==> config.mk <==
export PLATFORM = sky130hd
export DESIGN_NAME = mem_lsu_flat
export DESIGN_NICKNAME = d
export VERILOG_FILES = /design/src/rtl/mem_lsu_if.sv /design/src/rtl/mem_lsu.sv /design/src/flat_wrapper.sv
export SDC_FILE = /design/constraint.sdc
export NUM_CORES = 1
export LEC_CHECK = 0
export BUFFER_PORTS_ARGS = -buffer_cell sky130_fd_sc_hd__buf_2
export CAP_MARGIN = 20
export CORE_ASPECT_RATIO = 0.7
export CORE_UTILIZATION = 35
export DETAILED_ROUTE_END_ITERATION = 7
export GPL_TIMING_DRIVEN = 0
export PLACE_DENSITY = 0.69
export SLEW_MARGIN = 20
export SYNTH_ARGS = -nofsm -noshare
export SYNTH_HDL_FRONTEND = slang
export SYNTH_SLANG_ARGS = --single-unit
==> constraint.sdc <==
create_clock -name clk -period 1.85 [get_ports clk]
set_clock_uncertainty 0.2 [all_clocks]
set_input_delay 0.185 -clock clk [delete_from_list [all_inputs] [get_ports clk]]
set_output_delay 0.185 -clock clk [all_outputs]
set_load 0.02 [all_outputs]
==> src/rtl/mem_lsu_if.sv <==
// mem_lsu_if: request/acknowledge data bus between the MEM-stage LSU and memory
interface mem_lsu_if;
   logic        bus_req_o;
   logic        bus_we_o;
   logic [31:0] bus_addr_o;
   logic [3:0]  bus_sel_o;
   logic [31:0] bus_wdata_o;
   logic [31:0] bus_rdata_i;
   logic        bus_ack_i;
   modport master(output bus_req_o, bus_we_o, bus_addr_o, bus_sel_o, bus_wdata_o,
                  input bus_rdata_i, bus_ack_i);
   modport slave(input bus_req_o, bus_we_o, bus_addr_o, bus_sel_o, bus_wdata_o,
                 output bus_rdata_i, bus_ack_i);
endinterface

==> src/rtl/mem_lsu.sv <==
// mem_lsu: MEM-stage load/store unit with lane steering, extension, alignment check and bus watchdog
module mem_lsu #(
   parameter int TIMEOUT = 16
) (
   input  logic        clk,
   input  logic        rst,
   input  logic [4:0]  wd_i,
   input  logic        wreg_i,
   input  logic [31:0] wdata_i,
   input  logic [7:0]  aluop_i,
   input  logic [31:0] mem_addr_i,
   input  logic [31:0] reg2_i,
   input  logic        stall_i,
   mem_lsu_if.master   bus,
   output logic [4:0]  wd_o,
   output logic        wreg_o,
   output logic [31:0] wdata_o,
   output logic        stallreq_o,
   output logic        align_err_o,
   output logic        bus_err_o
);
   typedef enum logic [1:0] {IDLE, BUS, DONE} state_t;
   state_t      state, state_n;
   logic [7:0]  cnt, cnt_n;
   logic [31:0] rdata_q, rdata_n;
   logic        err_q, err_n, first_q, first_n;
   logic [1:0]  a;
   logic        is_load, is_store, is_mem, is_b, is_h, sgn, misal, ok;
   logic [3:0]  sel;
   logic [31:0] st_data, sh, ld_data;
   logic [15:0] half;
   assign a        = mem_addr_i[1:0];
   assign is_load  = aluop_i inside {8'hE0, 8'hE1, 8'hE3, 8'hE4, 8'hE5};
   assign is_store = aluop_i inside {8'hE8, 8'hE9, 8'hEB};
   assign is_mem   = is_load | is_store;
   assign is_b     = aluop_i inside {8'hE0, 8'hE4, 8'hE8};
   assign is_h     = aluop_i inside {8'hE1, 8'hE5, 8'hE9};
   assign sgn      = aluop_i inside {8'hE0, 8'hE1};
   assign misal    = is_mem & (is_h ? a[0] : (!is_b && a != 2'd0));
   assign sel      = is_b ? 4'b1000 >> a : is_h ? (a[1] ? 4'b0011 : 4'b1100) : 4'b1111;
   assign st_data  = is_b ? {4{reg2_i[7:0]}} : is_h ? {2{reg2_i[15:0]}} : reg2_i;
   // big-endian: byte at offset a lives in bits 31-8a..24-8a, so shift it down by 8*(3-a)
   assign sh       = rdata_q >> {~a, 3'b000};
   assign half     = a[1] ? rdata_q[15:0] : rdata_q[31:16];
   assign ld_data  = is_b ? {{24{sgn & sh[7]}}, sh[7:0]} :
                     is_h ? {{16{sgn & half[15]}}, half} : rdata_q;
   assign ok       = is_load & ~err_q;
   always_ff @(posedge clk) begin
      if (rst) begin
         state   <= IDLE;
         cnt     <= 8'd0;
         rdata_q <= 32'd0;
         err_q   <= 1'b0;
         first_q <= 1'b0;
      end else begin
         state   <= state_n;
         cnt     <= cnt_n;
         rdata_q <= rdata_n;
         err_q   <= err_n;
         first_q <= first_n;
      end
   end
   always_comb begin
      state_n         = state;
      cnt_n           = cnt;
      rdata_n         = rdata_q;
      err_n           = err_q;
      first_n         = 1'b0;
      bus.bus_req_o   = 1'b0;
      bus.bus_we_o    = 1'b0;
      bus.bus_addr_o  = 32'd0;
      bus.bus_sel_o   = 4'd0;
      bus.bus_wdata_o = 32'd0;
      wd_o            = 5'd0;
      wreg_o          = 1'b0;
      wdata_o         = 32'd0;
      stallreq_o      = 1'b0;
      align_err_o     = 1'b0;
      bus_err_o       = 1'b0;
      if (!rst) begin
         case (state)
            IDLE: begin
               if (!is_mem) begin
                  wd_o    = wd_i;
                  wreg_o  = wreg_i;
                  wdata_o = wdata_i;
               end else if (misal) begin
                  wd_o        = wd_i;
                  align_err_o = 1'b1;
               end else begin
                  stallreq_o = 1'b1;
                  state_n    = BUS;
                  cnt_n      = 8'd0;
               end
            end
            BUS: begin
               bus.bus_req_o   = 1'b1;
               bus.bus_we_o    = is_store;
               bus.bus_addr_o  = {mem_addr_i[31:2], 2'b00};
               bus.bus_sel_o   = sel;
               bus.bus_wdata_o = is_store ? st_data : 32'd0;
               stallreq_o      = 1'b1;
               if (bus.bus_ack_i) begin
                  rdata_n = bus.bus_rdata_i;
                  state_n = DONE;
                  first_n = 1'b1;
               end else if (cnt == 8'(TIMEOUT - 1)) begin
                  err_n   = 1'b1;
                  state_n = DONE;
                  first_n = 1'b1;
               end else begin
                  cnt_n = cnt + 8'd1;
               end
            end
            DONE: begin
               wd_o      = wd_i;
               wreg_o    = ok & wreg_i;
               wdata_o   = ok ? ld_data : 32'd0;
               bus_err_o = err_q & first_q;
               if (!stall_i) begin
                  state_n = IDLE;
                  err_n   = 1'b0;
               end
            end
            default: state_n = IDLE;
         endcase
      end
   end
endmodule
==> src/flat_wrapper.sv <==
// flat-port wrapper written by rule: the top's interface ports become plain ports
module mem_lsu_flat 
#(
   parameter int TIMEOUT = 16
)
  (clk, rst, wd_i, wreg_i, wdata_i, aluop_i, mem_addr_i, reg2_i, stall_i, wd_o, wreg_o, wdata_o, stallreq_o, align_err_o, bus_err_o, bus_bus_req_o, bus_bus_we_o, bus_bus_addr_o, bus_bus_sel_o, bus_bus_wdata_o, bus_bus_rdata_i, bus_bus_ack_i);
  mem_lsu_if bus_i ();
  input  logic clk;
  input  logic rst;
  input  logic [4:0] wd_i;
  input  logic wreg_i;
  input  logic [31:0] wdata_i;
  input  logic [7:0] aluop_i;
  input  logic [31:0] mem_addr_i;
  input  logic [31:0] reg2_i;
  input  logic stall_i;
  output logic [4:0] wd_o;
  output logic wreg_o;
  output logic [31:0] wdata_o;
  output logic stallreq_o;
  output logic align_err_o;
  output logic bus_err_o;
  output wire logic [$bits(bus_i.bus_req_o)-1:0] bus_bus_req_o;
  output wire logic [$bits(bus_i.bus_we_o)-1:0] bus_bus_we_o;
  output wire logic [$bits(bus_i.bus_addr_o)-1:0] bus_bus_addr_o;
  output wire logic [$bits(bus_i.bus_sel_o)-1:0] bus_bus_sel_o;
  output wire logic [$bits(bus_i.bus_wdata_o)-1:0] bus_bus_wdata_o;
  input wire logic [$bits(bus_i.bus_rdata_i)-1:0] bus_bus_rdata_i;
  input wire logic [$bits(bus_i.bus_ack_i)-1:0] bus_bus_ack_i;
  assign bus_bus_req_o = bus_i.bus_req_o;
  assign bus_bus_we_o = bus_i.bus_we_o;
  assign bus_bus_addr_o = bus_i.bus_addr_o;
  assign bus_bus_sel_o = bus_i.bus_sel_o;
  assign bus_bus_wdata_o = bus_i.bus_wdata_o;
  assign bus_i.bus_rdata_i = bus_bus_rdata_i;
  assign bus_i.bus_ack_i = bus_bus_ack_i;
  mem_lsu #(.TIMEOUT(TIMEOUT)) u_core (.clk(clk), .rst(rst), .wd_i(wd_i), .wreg_i(wreg_i), .wdata_i(wdata_i), .aluop_i(aluop_i), .mem_addr_i(mem_addr_i), .reg2_i(reg2_i), .stall_i(stall_i), .bus(bus_i), .wd_o(wd_o), .wreg_o(wreg_o), .wdata_o(wdata_o), .stallreq_o(stallreq_o), .align_err_o(align_err_o), .bus_err_o(bus_err_o));
endmodule
==> results.md <==
### Run status
- outcome: finished, violations left
- failing checks: setup timing

### Synthesis
- cell area after synthesis: 3780 µm²
- mean cell area of the mapped netlist: 7.18 µm²
- Post-synth EDFFs: 0
- number of warnings printed during yosys synthesis: 0
- predominant post-synthesis flop cell: sky130_fd_sc_hd__dfxtp_1
- flip-flop and latch count after synthesis: 44
- Netlist cell types: 63
- post-synthesis sequential area ratio: 23.3%
- Async SR Flop Fraction: 0%
- Cells after Synth: 527

### Route
- vias after detailed routing: 5745
- detailed-router iteration count before antenna repair: 5
- Antenna Violating Nets Remaining: 0
- Final Routed Wirelength: 20100 µm
- number of DRC violations after detailed-routing iteration 0: 437
- average via count per standard cell: 5.68
- average wire length per cell after detail routing: 19.8 µm
- DRC violation count after routing: 0

### GRT
- gr ovfl total: 0
- antenna violations before repair: 0
- overall routing resource usage: 30.8%
- largest net degree at the start of global routing: 16
- global-route wire length before repair: 27000 µm
- via count of the first global-routing pass: 5082

### Worst hold path
- HP Class: in -> reg

### Timing
- slew at the pin with the worst max-slew slack: 0.689 ns
- post-route fraction of the period consumed by the critical path: 135%
- FMAX: 401 MHz
- count of endpoints failing setup in the final report: 107
- RSZ-0062 raised after global routing: yes
- worst slew margin relative to its limit: 54.1%
- final-report hold violation count: 0
- number of pins with negative max-slew slack in the final report: 0
- Post-Route Setup TNS: -31.91 ns
- setup slack of the critical path after layout: -0.644 ns
- final critical delay including setup and external delays: 2.49 ns

### Setup path
- Startpoint Class: flip-flop
- Worst Path Arrival: 2.11 ns
- category of the critical setup timing path: reg -> out
- critical-path maximum fanout: 8
- required arrival time at the worst endpoint: 1.46 ns
- crit path capture type: primary output

### Die
- Rows: 31
- core area: 10400 µm²
- Die Width: 126 µm
- DIE AREA: 11200 µm²
- initial core utilization: 36.3%
- Top-Level Pins: 257
- height of the die: 89.0 µm

### Cells and area
- layout cells sized above 1: 61.6%
- Syn-to-layout area delta: 113%
- number of nets in the finished design: 1026
- antenna fix cells: 0
- core occupancy in the finished layout: 77.1%

### Clock tree
- insertion delay of the later-clocked pin in the worst-skew pair: 0.28 ns
- total number of clock tree sinks: 44
- CTS max path bufs: 2
- post-CTS clock slew at the launch and capture registers of the worst setup and hold paths: 0.07 ns
- level count of the clock H-tree: 2
- CTS tree: done
- root buffer selected by CTS: sky130_fd_sc_hd__clkbuf_16
- number of CTS-inserted buffers: 5

### Pwr
- reported leakage power: 0.00346 µW
- maximum ir drop on the vdd rail: 0.477 mV
- power density over the cells: 410 nW/µm²

### Placement
- Routability Congestion: 0.919
- Worst Setup Slack post-DPL: -0.567 ns
- Port Buffer Count: 251
- HPWL after detailed placement: 12900 µm

### Run
- number of maximum-capacitance violations: 0

Yosys cell counts (3+ instances only):
library cell | number | area share (%)
sky130_fd_sc_hd__o31ai_1 | 4 | 0.79
sky130_fd_sc_hd__dfxtp_1 | 44 | 23
sky130_fd_sc_hd__buf_1 | 4 | 0.40
sky130_fd_sc_hd__nor2_1 | 31 | 3.1
sky130_fd_sc_hd__nor2b_1 | 3 | 0.50
sky130_fd_sc_hd__o21ai_0 | 21 | 2.8
sky130_fd_sc_hd__clkbuf_1 | 19 | 1.9
sky130_fd_sc_hd__a21oi_1 | 54 | 7.1
sky130_fd_sc_hd__and3_1 | 31 | 5.1
sky130_fd_sc_hd__nand2_1 | 121 | 12
sky130_fd_sc_hd__o311a_1 | 5 | 1.3
sky130_fd_sc_hd__and2_1 | 10 | 1.7
sky130_fd_sc_hd__mux4_2 | 8 | 4.8
sky130_fd_sc_hd__mux2i_1 | 17 | 4.5
sky130_fd_sc_hd__buf_2 | 14 | 1.9
sky130_fd_sc_hd__nand3_1 | 6 | 0.79
sky130_fd_sc_hd__o211ai_1 | 7 | 1.4
sky130_fd_sc_hd__o21a_1 | 4 | 0.79
sky130_fd_sc_hd__o21ai_1 | 16 | 2.1
sky130_fd_sc_hd__buf_4 | 7 | 1.4
sky130_fd_sc_hd__a211oi_1 | 8 | 1.6
sky130_fd_sc_hd__inv_1 | 7 | 0.69
sky130_fd_sc_hd__a22oi_1 | 16 | 3.2
sky130_fd_sc_hd__a311oi_1 | 5 | 1.2
sky130_fd_sc_hd__buf_6 | 4 | 1.2
sky130_fd_sc_hd__o22ai_1 | 16 | 2.6
metrics by stage:
| stage | cells | hold WS, ns | power (µW) | area (µm²) |
|---|---|---|---|---|
| after floorplan | 528 | 0.121 | 1480 | 4140 |
| after global placement | 911 | 0.230 | 1810 | 5560 |
| after detailed placement | 911 | 0.231 | 1820 | 5560 |
| after CTS | 993 | 0.0126 | 3130 | 7370 |
| after global routing | 1012 | 0.0206 | 3410 | 8050 |
| final | 1012 | 0.0315 | 3300 | 8050 |
layer usage:
layer,track usage (%),part of all wire (%),up-vias
li1,-,-,2613
met1,39.5,38,2701
met2,54.3,49,364
met3,5.63,10,67
met4,7.56,3.0,0
met5,0,0,-
worst max-delay path: stages, from the launching register on:
cell and delay, ns:
sky130_fd_sc_hd__dfxtp_4 0.37, sky130_fd_sc_hd__mux4_2 0.47, sky130_fd_sc_hd__buf_4 0.15, sky130_fd_sc_hd__nor3b_1 0.13
sky130_fd_sc_hd__o211ai_1 0.18, sky130_fd_sc_hd__buf_4 0.21, sky130_fd_sc_hd__o21ai_1 0.13, sky130_fd_sc_hd__buf_2 0.18
timing repair:
item / 4_1_cts / 5_1_grt
hold buffers: 34 / 0
cloned: 6 / 2
pin swaps: 40 / 37
buffers inserted: 35 / 26
hold endpoints to repair: 34 / 0
resized for setup: 288 / 167
setup endpoints to repair: 124 / 148
cells in the final DEF (no fill, tap or decap), drive strengths merged, types with 3 or more instances in the layout:
master and instances:
mux2i 17, dfxtp 44, o31ai 4, o311a 5, o21a 4, a311oi 7, and3 32, a22oi 16
mux4 8, inv 9, nand3 6, or2 4, o21ai 39, a211oi 9, and2 10, nor2b 3
dlygate4sd3 34, nor2 32, nand2 121, o211ai 7, a21oi 54, clkbuf 17, o22ai 16, buf 346
power breakdown:
part           total (µW)  internal [µW]  switching [µW]
logic                1270            618             654
registers             990            963            27.2
clock network        1040            642             397
total                3300           2220            1080
cell families (layout without fill, tap and decap cells):
logic type	Yosys count	in the layout	share of synthesized area [%]
fa+ha+maj	1	1	0.331
compound gates	173	173	30.4
simple gates	226	226	28.6
flops	44	44	23.3
mux	25	25	9.26
other cells	1	2	0.0991
buf+inv	57	409	8.00
area by class of cell:
cell class,instances,area [µm²]
timing repair buffer,346,2830
timing repair inverter,1,8.76
buffer,47,435
inverter,7,36.3
clock inverter,3,46.3
sequential,44,902
tap,132,165
multi-input combinational,427,3500
fill,703,2380
clock buffer,5,125
registers in the layout, summed over array words and instances (netlist names):
register and flops:
u_core.err_q 1, u_core.state 2, u_core.rdata_q 32, u_core.first_q 1, u_core.cnt 8
worst paths after layout:
path                                    startpoint             to  slack (ns)  depth (start not counted)
worst max register to register       u_core.cnt[5]  u_core.cnt[1]       -0.04                          5
worst max-delay path            u_core.rdata_q[15]    wdata_o[12]       -0.64                          7
worst min register to register       u_core.cnt[0]  u_core.cnt[0]        0.29                          1
worst min-delay path                           rst  u_core.cnt[1]        0.03                          2
No activity file was read; power rests on OpenSTA's default activity.
